--- src/rtl/pe_ml_pkg.sv ---
// Shared defaults, types and helpers for the multi-lane rate-coded inner-product PE.
// The lanes also compile with PE_SAT_EN defined, which makes the partial-sum merge saturate.
package pe_ml_pkg;

    localparam int IWIDTH_D = 16;
    localparam int OWIDTH_D = 24;
    localparam int LANES_D  = 4;

    typedef logic [IWIDTH_D-1:0]        wght_t;
    typedef logic signed [OWIDTH_D-1:0] psum_t;

    // Symmetric saturation: the most negative code is never produced.
    function automatic psum_t sat_add(input psum_t a, input psum_t b);
        logic signed [OWIDTH_D:0] s;
        logic signed [OWIDTH_D:0] lim;
        s   = {a[OWIDTH_D-1], a} + {b[OWIDTH_D-1], b};
        lim = {2'b00, {(OWIDTH_D-1){1'b1}}};
        if (s > lim)
            return psum_t'(lim);
        else if (s < -lim)
            return psum_t'(-lim);
        else
            return s[OWIDTH_D-1:0];
    endfunction

endpackage

--- src/rtl/pe_lane.sv ---
// One output channel: weight register, comparator multiplier, saturating accumulator and merge.
// With PE_SAT_EN defined the merge saturates and drives a sticky ovf flag.
module pe_lane
    import pe_ml_pkg::*;
#(
    parameter int IWIDTH = IWIDTH_D,
    parameter int OWIDTH = OWIDTH_D
) (
    input  logic                     clk,
    input  logic                     rst,
    input  logic                     en_w,
    input  logic                     clr_w,
    input  logic                     en_o,
    input  logic                     clr_o,
    input  logic                     mac_done_d,
    input  logic                     ifm_bit_d,
    input  logic [IWIDTH-1:0]        randW,
    input  logic [IWIDTH-1:0]        wght,
    input  logic                     wght_sign,
    input  logic signed [OWIDTH-1:0] ofm,
    output logic [IWIDTH-1:0]        wght_d,
    output logic                     wght_sign_d,
    output logic signed [OWIDTH-1:0] ofm_d
`ifdef PE_SAT_EN
    ,
    output logic                     ovf
`endif
);

    localparam logic signed [OWIDTH:0] XMAX = {2'b00, {(OWIDTH-1){1'b1}}};
    localparam logic signed [OWIDTH:0] XMIN = -XMAX;
    localparam logic signed [OWIDTH:0] XONE = 1;

    function automatic logic signed [OWIDTH-1:0] clip(input logic signed [OWIDTH:0] s);
        if (s > XMAX)
            return XMAX[OWIDTH-1:0];
        else if (s < XMIN)
            return XMIN[OWIDTH-1:0];
        else
            return s[OWIDTH-1:0];
    endfunction

    logic                     prod;
    logic signed [OWIDTH-1:0] acc;
    logic signed [OWIDTH:0]   acc_ext;
    logic signed [OWIDTH:0]   step;
    logic signed [OWIDTH-1:0] acc_next;
    logic signed [OWIDTH-1:0] merge;
`ifdef PE_SAT_EN
    logic signed [OWIDTH:0]   merge_sum;
    logic                     merge_sat;
`endif

    // The comparator sees this cycle's randW while the weight is the registered one.
    assign prod = ifm_bit_d & (wght_d > randW);

    always_comb begin
        step = '0;
        if (en_o && prod)
            step = wght_sign_d ? -XONE : XONE;
        acc_ext  = {acc[OWIDTH-1], acc};
        acc_next = clip(acc_ext + step);
`ifdef PE_SAT_EN
        merge_sum = {acc_next[OWIDTH-1], acc_next} + {ofm[OWIDTH-1], ofm};
        merge     = clip(merge_sum);
        merge_sat = (merge_sum > XMAX) || (merge_sum < XMIN);
`else
        merge     = acc_next + ofm;
`endif
    end

    always_ff @(posedge clk or posedge rst) begin
        if (rst) begin
            wght_d      <= '0;
            wght_sign_d <= 1'b0;
        end else if (clr_w) begin
            wght_d      <= '0;
            wght_sign_d <= 1'b0;
        end else if (en_w) begin
            wght_d      <= wght;
            wght_sign_d <= wght_sign;
        end
    end

    // A merge folds in the current cycle's product, so it uses acc_next even when clr_o is high.
    always_ff @(posedge clk or posedge rst) begin
        if (rst) begin
            acc   <= '0;
            ofm_d <= '0;
        end else begin
            if (mac_done_d)
                ofm_d <= merge;
            if (mac_done_d || clr_o)
                acc <= '0;
            else
                acc <= acc_next;
        end
    end

`ifdef PE_SAT_EN
    always_ff @(posedge clk or posedge rst) begin
        if (rst)
            ovf <= 1'b0;
        else if (mac_done_d && merge_sat)
            ovf <= 1'b1;
        else if (clr_o)
            ovf <= 1'b0;
    end
`endif

endmodule

--- src/rtl/pe_inner_ml.sv ---
// Multi-lane rate-coded inner-product PE: shared unary input, LANES weights and accumulators.
// Define PE_SAT_EN for a saturating partial-sum merge and the per-lane sticky ovf output.
module pe_inner_ml
    import pe_ml_pkg::*;
#(
    parameter int IWIDTH = IWIDTH_D,
    parameter int OWIDTH = OWIDTH_D,
    parameter int LANES  = LANES_D
) (
    input  logic                      clk,
    input  logic                      rst,
    input  logic                      mac_done,
    input  logic                      en_i,
    input  logic                      clr_i,
    input  logic                      en_w,
    input  logic                      clr_w,
    input  logic                      en_o,
    input  logic                      clr_o,
    input  logic                      ifm_bit,
    input  logic [IWIDTH-1:0]         randW,
    input  logic [LANES*IWIDTH-1:0]   wght,
    input  logic [LANES-1:0]          wght_sign,
    input  logic [LANES*OWIDTH-1:0]   ofm,
    output logic                      mac_done_d,
    output logic                      en_i_d,
    output logic                      clr_i_d,
    output logic                      en_w_d,
    output logic                      clr_w_d,
    output logic                      en_o_d,
    output logic                      clr_o_d,
    output logic                      ifm_bit_d,
    output logic [IWIDTH-1:0]         randW_d,
    output logic [LANES*IWIDTH-1:0]   wght_d,
    output logic [LANES-1:0]          wght_sign_d,
    output logic [LANES*OWIDTH-1:0]   ofm_d
`ifdef PE_SAT_EN
    ,
    output logic [LANES-1:0]          ovf
`endif
);

    always_ff @(posedge clk or posedge rst) begin
        if (rst) begin
            mac_done_d <= 1'b0;
            en_i_d     <= 1'b0;
            clr_i_d    <= 1'b0;
            en_w_d     <= 1'b0;
            clr_w_d    <= 1'b0;
            en_o_d     <= 1'b0;
            clr_o_d    <= 1'b0;
            randW_d    <= '0;
        end else begin
            mac_done_d <= mac_done;
            en_i_d     <= en_i;
            clr_i_d    <= clr_i;
            en_w_d     <= en_w;
            clr_w_d    <= clr_w;
            en_o_d     <= en_o;
            clr_o_d    <= clr_o;
            randW_d    <= randW;
        end
    end

    always_ff @(posedge clk or posedge rst) begin
        if (rst)
            ifm_bit_d <= 1'b0;
        else if (clr_i)
            ifm_bit_d <= 1'b0;
        else if (en_i)
            ifm_bit_d <= ifm_bit;
    end

    for (genvar l = 0; l < LANES; l++) begin : g_lane
        pe_lane #(
            .IWIDTH(IWIDTH),
            .OWIDTH(OWIDTH)
        ) u_lane (
            .clk        (clk),
            .rst        (rst),
            .en_w       (en_w),
            .clr_w      (clr_w),
            .en_o       (en_o),
            .clr_o      (clr_o),
            .mac_done_d (mac_done_d),
            .ifm_bit_d  (ifm_bit_d),
            .randW      (randW),
            .wght       (wght[l*IWIDTH +: IWIDTH]),
            .wght_sign  (wght_sign[l]),
            .ofm        (ofm[l*OWIDTH +: OWIDTH]),
            .wght_d     (wght_d[l*IWIDTH +: IWIDTH]),
            .wght_sign_d(wght_sign_d[l]),
`ifdef PE_SAT_EN
            .ovf        (ovf[l]),
`endif
            .ofm_d      (ofm_d[l*OWIDTH +: OWIDTH])
        );
    end

endmodule

--- config.mk ---
export PLATFORM = sky130hd
export DESIGN_NAME = pe_inner_ml
export DESIGN_NICKNAME = d
export VERILOG_FILES = /design/src/rtl/pe_ml_pkg.sv /design/src/rtl/pe_lane.sv /design/src/rtl/pe_inner_ml.sv
export SDC_FILE = /design/constraint.sdc
export NUM_CORES = 1
export LEC_CHECK = 0
export BUFFER_PORTS_ARGS = -buffer_cell sky130_fd_sc_hd__buf_2
export CAP_MARGIN = 20
export CORE_ASPECT_RATIO = 0.75
export CORE_MARGIN = 2
export CORE_UTILIZATION = 40
export DETAILED_ROUTE_END_ITERATION = 8
export PLACE_DENSITY = 0.72
export SLEW_MARGIN = 20
export SYNTH_ARGS = -nofsm -noshare
export SYNTH_HDL_FRONTEND = slang
export SYNTH_SLANG_ARGS = --single-unit
--- constraint.sdc ---
create_clock -name clk -period 13.8 [get_ports clk]
set_input_delay 2.76 -clock clk [delete_from_list [all_inputs] [get_ports clk]]
set_output_delay 2.76 -clock clk [all_outputs]
set_load 0.005 [all_outputs]
==> impl_metrics.yaml <==
hold_path:
  hold_path_end: "g_lane[3].u_lane.ofm_d[4]$_DFFE_PP0P_"
  hold-path-cell-count: 1
  hp-start: "g_lane[3].u_lane.ofm_d[4]$_DFFE_PP0P_"
  hold_path_class: "register to register"
placement:
  dp_hpwl_mm: 53.0
  numPortBuffers: 377
  routabilityCongestion: 0.956
clock_network:
  post_cts_buffers: 0
  root_buffer: "clkbuf_16"
  cts_tree: "built"
  clkTransAtPathRegs_ps: 60
  hold_buffers: 0
  cts_resized: 0
  cts_buffers: 35
  clock_latency_ps: 550
  htree_num_levels: 2
  clockBufferDepth: 3
  clkSinkCount: 284
drt:
  drc: 0
  routedWlPerCell_um: 19.0
  routed_wl_mm: 68.6
  dr.pass1.iters: 6
  num_vias: 20600
  vias_per_cell: 5.71
  drt_iter0_drc: 1492
  drtAntennaViolNets: 0
floorplan:
  initial_core_util_pct: 40.6
  core_area_mm2: 0.0562
  die_h_um: 211
  die_w_um: 280
  std_cell_rows: 75
  dieArea_mm2: 0.0590
  io_pins: 378
grt:
  grt_pass1_wl_mm: 106
  antenna_found_initial: 2
  track_usage_pct: 22.6
  grt_pass1_vias: 18600
  overflow: 0
  grt_start_max_net_pins: 88
yosys:
  synth_area_mm2: 0.0228
  yosys_warnings: 0
  synth.distinct_cells: 99
  syn_nets: 2961
  synth_top_area_cell: "dfrtp_1"
  synthCells: 2511
  async_flop_share_pct: 100
  synth-seq-area-share_pct: 31.1
  synthFlopType: "dfrtp_1"
  synth_area_leaders: "dfrtp_1 (31%), ha_1 (14%), nor2_1 (4.2%)"
  netlist_top_cells_count: "dfrtp_1 (284), nor2_1 (254), ha_1 (252), a21oi_1 (187), o21ai_0 (159)"
  synthMostInstantiatedCell: "dfrtp_1"
  synth_seq_cells: 284
  synth_edf_count: 0
  synth_top_area_share_pct: 31.1
  syn_area_per_cell_um2: 9.09
cells_and_area:
  nets: 3300
  drive_gt1_share_pct: 20.6
  syn2layout_area_growth_pct: 16.4
critical_path:
  rrSetupSlack_ps: 3970
  critPathSlowestCell: "a41o_1"
  critPathCaptureType: "register"
  crit_type: "input pin to register"
  r2r-end: "g_lane[2].u_lane.ofm_d[23]$_DFFE_PP0P_"
  cp_max_fo: 27
  crit_path_start_kind: "input pin"
  ff2ff_path_depth: 33
  critPathArrivalTime_ps: 12200
  rr_startpoint: "g_lane[2].u_lane.wght_d[2]$_DFFE_PP0P_"
  cp_data_required_time_ps: 14220
  critPathMaxStageDelay_ps: 960
timing:
  hold_viol: 0
  finalCritPeriodShare_pct: 85.3
  worst_pin_slew_ps: 1090
  fin_crit_ps: 11780
  slew_headroom_pct: 27.1
  whs_ps: 483
  rsz0062_at_grt: "false"
  fmax_ghz: 0.0849
  fin_tns_setup_ps: 0
  fin_skew_ps: 14.9
  maxSlewViolCount: 0
  setup_viol: 0
run:
  max_cap_violations: 0
outcome:
  outcome: "complete, no violations"
pwr:
  leakage_nw: 13.3
  ir_drop_v: 0.0000713
  power.density_mw_per_mm2: 83.2
[cell type report]
cell class / instances / area (um2)
Sequential cell: 284 / 7110
Fill cell: 5286 / 29600
Antenna cell: 2 / 5.00
Tap cell: 731 / 915
Clock buffer: 48 / 1020
Inverter: 96 / 368
Multi-Input combinational cell: 2033 / 14900
Timing Repair Buffer: 400 / 2080
Clock inverter: 15 / 176
[sequential cells by signal, indices dropped and copies added (netlist names)]
name,cells
clr_o_d,1
clr_w_d,1
en_w_d,1
ifm_bit_d,1
g_lane.u_lane.wght_d,64
clr_i_d,1
en_i_d,1
randW_d,16
g_lane.u_lane.acc,96
g_lane.u_lane.wght_sign_d,4
en_o_d,1
g_lane.u_lane.ofm_d,96
mac_done_d,1
[through the flow]
| step | total power, W | worst slack [ps] | instance area [um2] | utilization (%) | cells |
|---|---|---|---|---|---|
| detailed placement | 0.00125 | 1570 | 25300 | 45.1 | 3543 |
| floorplan | 0.00110 | 3200 | 22800 | - | 2511 |
| global placement | 0.00125 | 1910 | 25300 | 45.1 | 3543 |
| finish | 0.00221 | 2020 | 26600 | 47.3 | 3609 |
| CTS | 0.00223 | 2140 | 26500 | 47.2 | 3606 |
| global route | 0.00231 | 1120 | 26600 | 47.3 | 3607 |
[power breakdown]
part	leakage, nW	total (W)	internal (W)	switching (W)
combinational	9.08	0.000323	0.000147	0.000175
sequential	3.65	0.000919	0.000882	0.0000376
clock	0.594	0.000968	0.000575	0.000392
total	13.3	0.00221	0.00160	0.000605
[cells in the final DEF (no fill, tap or decap), drive strengths merged, types with 21 or more instances in the layout]
cell type  count
a21o          72
nor2b         21
nand4         24
clkbuf        48
o211ai        23
a21oi        187
ha           252
o21bai        36
nand2        105
xor2          47
nand3         65
o22ai         46
nor2         255
o21a          47
mux2i         73
o21ai        163
and2          41
a31oi         25
and3          30
buf          400
nor3          59
inv           98
a211oi        41
dfrtp        284
mux2          77
nand2b        31
xnor2        100
[how the worst max path moves through the flow]
stage	endpoint	cells after the start	slack (ps)	startpoint
detailed placement	g_lane[2].u_lane.ofm_d[23]$_DFFE_PP0P_	34	1570	randW[3]
finish	g_lane[2].u_lane.ofm_d[23]$_DFFE_PP0P_	35	2020	randW[3]
global route	g_lane[2].u_lane.ofm_d[23]$_DFFE_PP0P_	34	1120	randW[3]
global placement	g_lane[2].u_lane.ofm_d[23]$_DFFE_PP0P_	34	1910	randW[3]
floorplan	clr_i_d$_DFF_PP0_	1	3200	rst
CTS	g_lane[2].u_lane.ofm_d[23]$_DFFE_PP0P_	34	2140	randW[3]
[metal layers]
| layer | track usage, % | wire length [um] | vias up |
|---|---|---|---|
| met1 | 34.7 | 33700 | 9851 |
| met2 | 33.0 | 28900 | 708 |
| li1 | - | - | 9983 |
| met5 | 0 | 7 | - |
| met3 | 3.96 | 4990 | 63 |
| met4 | 4.52 | 1080 | 2 |
[cell families (layout without fill, tap and decap cells)]
| family | Yosys count | count (layout) | share of synthesized area [%] |
|---|---|---|---|
| xor gates and xnor gates | 147 | 147 | 5.67 |
| muxes | 150 | 150 | 7.00 |
| and+or+nand+nor | 699 | 699 | 15.0 |
| DFF | 284 | 284 | 31.1 |
| buffers and inverters | 194 | 559 | 3.71 |
| AOI/OAI and AO/OA | 761 | 761 | 22.3 |
| other | 0 | 2 | 0 |
| adders and majority gates | 276 | 276 | 15.2 |
[worst max-delay path: cells and delay by family]
kind | cells | cell delay [ps]
adder cells (fa/ha/maj) | 3 | 1070
multiplexers | 1 | 270
XOR/XNOR | 2 | 270
AND/OR/NAND/NOR | 9 | 2600
AO/OA/AOI/OAI | 18 | 5010
buffers and inverters | 2 | 180
(Power assumes the default switching activity.)
